### config.mk
export PLATFORM = sky130hd
export DESIGN_NAME = wr_full_ctrl
export DESIGN_NICKNAME = d
export VERILOG_FILES = /design/src/rtl/fifo_pkg.sv /design/src/rtl/sync_2ff.sv /design/src/rtl/wr_full_ctrl.sv
export SDC_FILE = /design/constraint.sdc
export NUM_CORES = 1
export LEC_CHECK = 0
export ABC_AREA = 1
export CORE_UTILIZATION = 35
export DETAILED_ROUTE_END_ITERATION = 12
export SLEW_MARGIN = 0
export SYNTH_ARGS = -nofsm -noshare
export SYNTH_HDL_FRONTEND = slang
export SYNTH_HIERARCHICAL = 1
export SYNTH_SLANG_ARGS = --single-unit
### constraint.sdc
create_clock -name clk -period 7.3 [get_ports clk]
set_clock_uncertainty 0.1 [all_clocks]
set_input_delay 1.095 -clock clk [delete_from_list [all_inputs] [get_ports clk]]
set_output_delay 1.095 -clock clk [all_outputs]
set_load 0.005 [all_outputs]
### src/rtl/fifo_pkg.sv
// fifo_pkg: shared helpers for both sides of the asynchronous FIFO.
//   FIFO_PTR_WIDTH : default pointer width (wrap bit included)
//   bin2gray       : binary -> reflected Gray code
//   gray2bin       : reflected Gray code -> binary
// Both functions work on a 32-bit container. Callers zero-extend narrower
// pointers and then cast the result back to their own width. Zero upper bits
// stay zero through either conversion, so the low bits are exact for any
// width up to 32.
package fifo_pkg;

  localparam int FIFO_PTR_WIDTH = 4;

  function automatic logic [31:0] bin2gray(input logic [31:0] b);
    return b ^ (b >> 1);
  endfunction

  function automatic logic [31:0] gray2bin(input logic [31:0] g);
    logic [31:0] b;
    b[31] = g[31];
    for (int i = 30; i >= 0; i--) begin
      b[i] = b[i+1] ^ g[i];
    end
    return b;
  endfunction

endpackage

### src/rtl/sync_2ff.sv
// sync_2ff: two-flop synchroniser for a Gray-coded pointer crossing clock
// domains. Only one bit changes per source update, so a metastable capture
// resolves to either the old or the new pointer value.
//   clk : destination-domain clock
//   rst : asynchronous active-high reset, clears both stages
//   d   : asynchronous input bus
//   q   : synchronised output, two destination edges behind d
module sync_2ff #(
  parameter int width = 4
) (
  input  logic             clk,
  input  logic             rst,
  input  logic [width-1:0] d,
  output logic [width-1:0] q
);

  logic [width-1:0] q1_d, q1_q;
  logic [width-1:0] q2_d, q2_q;

  always_comb begin
    q1_d = d;
    q2_d = q1_q;
  end

  always_ff @(posedge clk or posedge rst) begin
    if (rst) begin
      q1_q <= '0;
      q2_q <= '0;
    end else begin
      q1_q <= q1_d;
      q2_q <= q2_d;
    end
  end

  assign q = q2_q;

endmodule

### src/rtl/wr_full_ctrl.sv
// wr_full_ctrl: write-side control stage of the asynchronous FIFO.
// It qualifies write requests, advances the binary write pointer, and
// publishes that pointer in Gray code to the read domain. It also
// resynchronises the read pointer and registers full, almost-full,
// occupancy and sticky overflow status.
//   clk, rst        : write clock; asynchronous active-high reset
//   wr_req          : producer write request
//   rptr_gray_async : Gray read pointer from the read domain
//   wr_en, waddr    : memory write strobe and address (combinational)
//   wptr_gray       : registered Gray write pointer
//   full, almost_full, wr_count, overflow : registered status
module wr_full_ctrl
  import fifo_pkg::*;
#(
  parameter int ptr_width = FIFO_PTR_WIDTH,
  parameter int af_margin = 2
) (
  input  logic                 clk,
  input  logic                 rst,
  input  logic                 wr_req,
  input  logic [ptr_width-1:0] rptr_gray_async,
  output logic                 wr_en,
  output logic [ptr_width-2:0] waddr,
  output logic [ptr_width-1:0] wptr_gray,
  output logic                 full,
  output logic                 almost_full,
  output logic [ptr_width-1:0] wr_count,
  output logic                 overflow
);

  localparam int MSB = ptr_width - 1;
  localparam logic [ptr_width-1:0] DEPTH   = {1'b1, {(ptr_width-1){1'b0}}};
  localparam logic [ptr_width-1:0] AF_MARG = ptr_width'(af_margin);

  logic [ptr_width-1:0] wbin_d,  wbin_q;
  logic [ptr_width-1:0] wgray_d, wgray_q;
  logic [ptr_width-1:0] count_d, count_q;
  logic                 full_d,  full_q;
  logic                 af_d,    af_q;
  logic                 ovf_d,   ovf_q;

  logic [ptr_width-1:0] rq2;
  logic [ptr_width-1:0] rbin_s;
  logic [ptr_width-1:0] free_slots;
  logic                 wr_en_c;

  // Stage: read pointer into the write domain (rq1 -> rq2)
  sync_2ff #(
    .width(ptr_width)
  ) u_rptr_sync (
    .clk (clk),
    .rst (rst),
    .d   (rptr_gray_async),
    .q   (rq2)
  );

  // Stage: next pointer and status, registered on the write edge
  always_comb begin
    // A write while full is dropped. rst also gates the strobe because
    // full_q is held low during reset.
    wr_en_c    = wr_req & ~full_q & ~rst;
    wbin_d     = wbin_q + {{(ptr_width-1){1'b0}}, wr_en_c};
    wgray_d    = ptr_width'(bin2gray(32'(wbin_d)));
    rbin_s     = ptr_width'(gray2bin(32'(rq2)));
    // Full when the write pointer is exactly one lap ahead of the read
    // pointer. In Gray code a lap flips the top two bits.
    full_d     = (wgray_d == {~rq2[MSB:MSB-1], rq2[MSB-2:0]});
    count_d    = wbin_d - rbin_s;
    free_slots = DEPTH - count_d;
    af_d       = (free_slots <= AF_MARG);
    ovf_d      = ovf_q | (wr_req & full_q);
  end

  always_ff @(posedge clk or posedge rst) begin
    if (rst) begin
      wbin_q  <= '0;
      wgray_q <= '0;
      count_q <= '0;
      full_q  <= 1'b0;
      af_q    <= 1'b0;
      ovf_q   <= 1'b0;
    end else begin
      wbin_q  <= wbin_d;
      wgray_q <= wgray_d;
      count_q <= count_d;
      full_q  <= full_d;
      af_q    <= af_d;
      ovf_q   <= ovf_d;
    end
  end

  assign wr_en       = wr_en_c;
  assign waddr       = wbin_q[ptr_width-2:0];
  assign wptr_gray   = wgray_q;
  assign full        = full_q;
  assign almost_full = af_q;
  assign wr_count    = count_q;
  assign overflow    = ovf_q;

endmodule

# Yosys cells after proc, flatten, opt, wreduce, memory -nomap -nowiden
# Cells that the tools add are included.
[totals]
elab_cells = 24
regBits = 23
ramBits = 0
latch_bits = 0
rom_bits = 0
n_memories = 0
inputBits = 7
[classes]
mux = 0
n_shift = 0
mul = 0
bitwise_logic = 11
order_cmp = 1
n_eq_ne = 1
n_addsub = 3
reduce_logical = 0
n_div = 0
[op_table]
columns = ["op", "n"]
rows = [
  ["4-bit by 1-bit adder with 4-bit output", 1],
  ["4-bit equality test", 1],
  ["4-bit by 2-bit <= comparator with 1-bit output, second input constant", 1],
  ["4-bit subtractor", 1],
  ["4-bit subtractor, first input constant", 1],
  ["4-bit by 3-bit XOR with 4-bit output", 1],
  ["1-bit AND", 3],
  ["1-bit XOR", 3],
  ["1-bit inverter", 2],
  ["2-bit inverter", 1],
  ["1-bit OR", 1],
]

# Logic depth before layout (Yosys ltp)
[depth]
word_depth = 7
ltp_mapped = 16
depth_no_buf = 16

# Modules after synthesis
# Netlist, hierarchy kept.
[by_module_without_submodules]
columns = ["mod", "area_per_inst_um2", "seq_area_each_um2", "cells_each", "n_inst"]
rows = [
  ["wr_full_ctrl", 795.8, 350.3, 88, 1],
  ["sync_2ff", 203.9, 200.2, 9, 1],
]

# Least setup slack after synthesis
# OpenSTA, ideal clock, no wires.
[synth_timing]
path_kind = "input port to flip-flop"
startpoint = "input port rst"
endpoint = "register af_q, in the netlist almost_full"
setup_slack_ns = 3.703
arrival_ns = 3.378
cell_stages = 12
cell_sequence = "inv_1 > nand2_1 > nor2_1 > ha_1 > ha_1 > fa_1 > inv_1 > ha_1 > inv_1 > o21ai_0 > o21bai_1 > nor2_1"
[synth_via]
elab_chain_len = 6
[synth_lines]
columns = ["item", "line", "rtl"]
rows = [
  ["start, declared", "wr_full_ctrl.sv:19", "input logic rst,"],
  ["1-bit inverter", "wr_full_ctrl.sv:61", "wr_en_c = wr_req & ~full_q & ~rst;"],
  ["1-bit AND", "wr_full_ctrl.sv:61", ""],
  ["named net wr_en", "wr_full_ctrl.sv:22", "output logic wr_en,"],
  ["4-bit by 1-bit adder with 4-bit output", "wr_full_ctrl.sv:62", "wbin_d = wbin_q + {{(ptr_width-1){1'b0}}, wr_en_c};"],
  ["named net wbin_d[1]", "wr_full_ctrl.sv:35", "logic [ptr_width-1:0] wbin_d, wbin_q;"],
  ["4-bit subtractor", "wr_full_ctrl.sv:68", "count_d = wbin_d - rbin_s;"],
  ["named net count_d[1]", "wr_full_ctrl.sv:37", "logic [ptr_width-1:0] count_d, count_q;"],
  ["4-bit subtractor", "wr_full_ctrl.sv:69", "free_slots = DEPTH - count_d;"],
  ["4-bit by 2-bit <= comparator with 1-bit output", "wr_full_ctrl.sv:70", "af_d = (free_slots <= AF_MARG);"],
  ["named net af_d", "wr_full_ctrl.sv:39", "logic af_d, af_q;"],
  ["end signal, assigned", "wr_full_ctrl.sv:80", "af_q <= 1'b0;"],
  ["end signal, assigned", "wr_full_ctrl.sv:87", "af_q <= af_d;"],
  ["end, declared", "wr_full_ctrl.sv:39", ""],
]
# The timed path passes the listed nets, and every way through them passes these cells.

# Final worst setup path
[layout_timing]
startpoint = "input port rst"
endpoint = "register af_q, in the netlist almost_full"
[layout_via]
elab_chain_len = 6
[layout_lines]
columns = ["item", "line"]
rows = [
  ["1-bit inverter", "wr_full_ctrl.sv:61"],
  ["1-bit AND", "wr_full_ctrl.sv:61"],
  ["4-bit by 1-bit adder with 4-bit output", "wr_full_ctrl.sv:62"],
  ["named net wbin_d[1]", "wr_full_ctrl.sv:35"],
  ["4-bit subtractor", "wr_full_ctrl.sv:68"],
  ["named net count_d[1]", "wr_full_ctrl.sv:37"],
  ["4-bit subtractor", "wr_full_ctrl.sv:69"],
  ["4-bit by 2-bit <= comparator with 1-bit output", "wr_full_ctrl.sv:70"],
  ["named net af_d", "wr_full_ctrl.sv:39"],
]
# The timed path passes the listed nets, and every way through them passes these cells.

==> impl_metrics.yaml <==
run_status:
  status: "finished, final reports clean"
synth:
  yosysUniqueCellTypes: 19
  ys_ff_latch: 22
  synth_ff_type: "dfrtp_1"
  syn_nets: 112
  yosys_warnings: 6
  synth_edf_count: 0
  synth_area_per_cell_um2: 10.31
  yosysSeqAreaShare_pct: 55.07
  syn_area_um2: 999.7
  async_flop_share_pct: 100.0
  synthCells: 97
cts:
  cts_tree: "built"
  cts-buffers-inserted: 3
  clk_path_buf_depth: 2
  cts_setup_buffers: 0
  cts_sinks: 22
  clock-root-buffer: "clkbuf_4"
  hold_buffers: 0
  cts_resized: 0
  clock_latency_ps: 300
  clk_pin_slew_ps: 110
  htreeDepth: 1
hold_path:
  whs_endpoint: "u_rptr_sync/q[0]$_DFF_PP0_"
  hold_depth: 0
  min_from: "u_rptr_sync/q1_q[0]$_DFF_PP0_"
  hp-class: "flip-flop to flip-flop"
setup_path:
  worst-path-buf-inv: 4
  start_kind: "primary input"
  end_kind: "flip-flop"
  cp_top_family: "adder cells"
  rr_endpoint: "almost_full$_DFF_PP0_"
  reg2reg_depth: 12
  arrival_ps: 4130
  worstPathRequired_ps: 7400
  critPathKind: "primary input to flip-flop"
  crit_path_max_fanout: 15
  crit_path_max_incr_delay_ps: 640
  timing.rr.start: "u_rptr_sync/q[3]$_DFF_PP0_"
  path_cells: "clkdlybuf4s50_1 -> inv_1 -> nand2_1 -> nor2_1 -> ha_1 -> ha_1 -> fa_1 -> inv_1 -> ha_1 -> inv_1 -> o21ai_0 -> o21bai_1 -> nor2_1"
  cp_slowest_cell: "fa_1"
  reg2reg_slack_ps: 4430
die:
  floorplan.initialDensity_pct: 36.57
  core_mm2: 0.002734
  die_y_um: 55.45
  die-area_mm2: 0.003074
  ioPinCount: 22
  die_w_um: 55.45
  rows: 19
detailed_routing:
  vias: 714
  ant_nets: 0
  routed_wirelength_um: 1603
  route.detailed.drc: 0
  firstDrtPassIters: 4
  drt_iter0_markers: 15
  viasPerCell: 4.667
  avgRoutedWirePerCell_um: 10.48
place:
  place_area_mm2: 0.001249
  gp_congestion: 0.7826
  io_buffers: 21
  dp_hpwl_um: 1294
timing:
  drv_slew: 0
  relSlewSlack_pct: 61.47
  fmax_mhz: 248.3
  rsz0062_at_grt: "false"
  final-setup-viol-count: 0
  hold_viol: 0
  post-route-min-period_ps: 4028
  min_period_over_period_pct: 55.18
  worst_pin_slew_ps: 577.2
  tns_ps: 0
global_route:
  grt_first_pass_wirelength_um: 3036
  grt_pass1_vias: 761
  grt_antenna_before_repair: 0
  grtUsageTotal_pct: 12.83
  grt_max_degree: 16
  grt-ovfl-total: 0
finish:
  drive_gt1_share_pct: 5.738
  fin_area_mm2: 0.001285
  nets: 138
  final_util_pct: 47.00
  area_growth_pct: 28.54
  final_common_cell: "dfrtp_1"
  antenna_cells: 0
  mostFrequentLayoutCells: "dfrtp_1, clkdlybuf4s50_1, nand2_1, inv_1, nand3_1"
power_and_ir_drop:
  finalPower_uw: 567.8
  ir_drop_mv: 0.2108
  power_density_mw_per_mm2: 441.9
  leakage_uw: 0.0006369
run:
  maxCapViolations: 0
==> area by class of cell <==
class | count | area, um2
timing repair buffer | 21 | 210.2
tap | 31 | 38.79
multi-input combinational | 59 | 389.1
inverter | 16 | 60.06
sequential | 22 | 550.5
clock buffer | 4 | 36.28
fill | 259 | 1449
==> synthesized netlist by cell type (all sizes together), types with 2 or more instances <==
cell type / number / area share, %
nand3b: 2 / 1.5
inv: 16 / 6.0
nor2: 3 / 1.1
dfrtp: 22 / 55
xor2: 6 / 6.0
nand3: 13 / 6.5
xnor2: 2 / 1.8
ha: 7 / 8.8
nand2: 18 / 7.0
==> cells by family after synthesis <==
kind of cell | count (synthesis) | synth area share [%]
AOI/OAI and AO/OA | 4 | 2.503
xor gates and xnor gates | 8 | 7.760
adders and majority gates | 8 | 10.76
buffers and inverters | 16 | 6.008
DFF | 22 | 55.07
and+or+nand+nor | 39 | 17.90
==> sequential cells by signal (all words and copies together), names as in the netlist <==
name / count
u_rptr_sync/q1_q: 4
full: 1
wptr_gray: 3
wbin_q: 4
overflow: 1
u_rptr_sync/q: 4
wr_count: 4
almost_full: 1
==> worst max path at each step <==
stage,start,endpoint,slack (ps),cells past startpoint
2_1_floorplan,rst,almost_full$_DFF_PP0_,3700,12
3_3_place_gp,rst,almost_full$_DFF_PP0_,3010,13
3_5_place_dp,rst,almost_full$_DFF_PP0_,2870,13
4_1_cts,rst,almost_full$_DFF_PP0_,3200,13
5_1_grt,rst,almost_full$_DFF_PP0_,3040,13
6_report,rst,almost_full$_DFF_PP0_,3270,13
==> where the power goes <==
part / switching (uW) / internal [uW]
registers: 19.5 / 163
clock network: 35.0 / 30.4
logic: 162 / 158
==> through the flow <==
step | instances | setup WS, ps | hold slack (ps)
6_report | 153 | 3272 | 264.6
2_1_floorplan | 97 | 3703 | 231.2
3_5_place_dp | 149 | 2874 | 237.2
3_3_place_gp | 149 | 3011 | 231.1
5_1_grt | 153 | 3038 | 279.8
4_1_cts | 153 | 3203 | 264.8
==> routing by layer <==
layer | GRT usage, % | routed length (um) | vias up
met4 | 7.500 | 38 | 0
li1 | - | - | 355
met2 | 23.41 | 834 | 17
met3 | 2.342 | 64 | 4
met5 | 0 | 0 | -
met1 | 13.65 | 665 | 338
No activity file was read; power rests on OpenSTA's default activity.
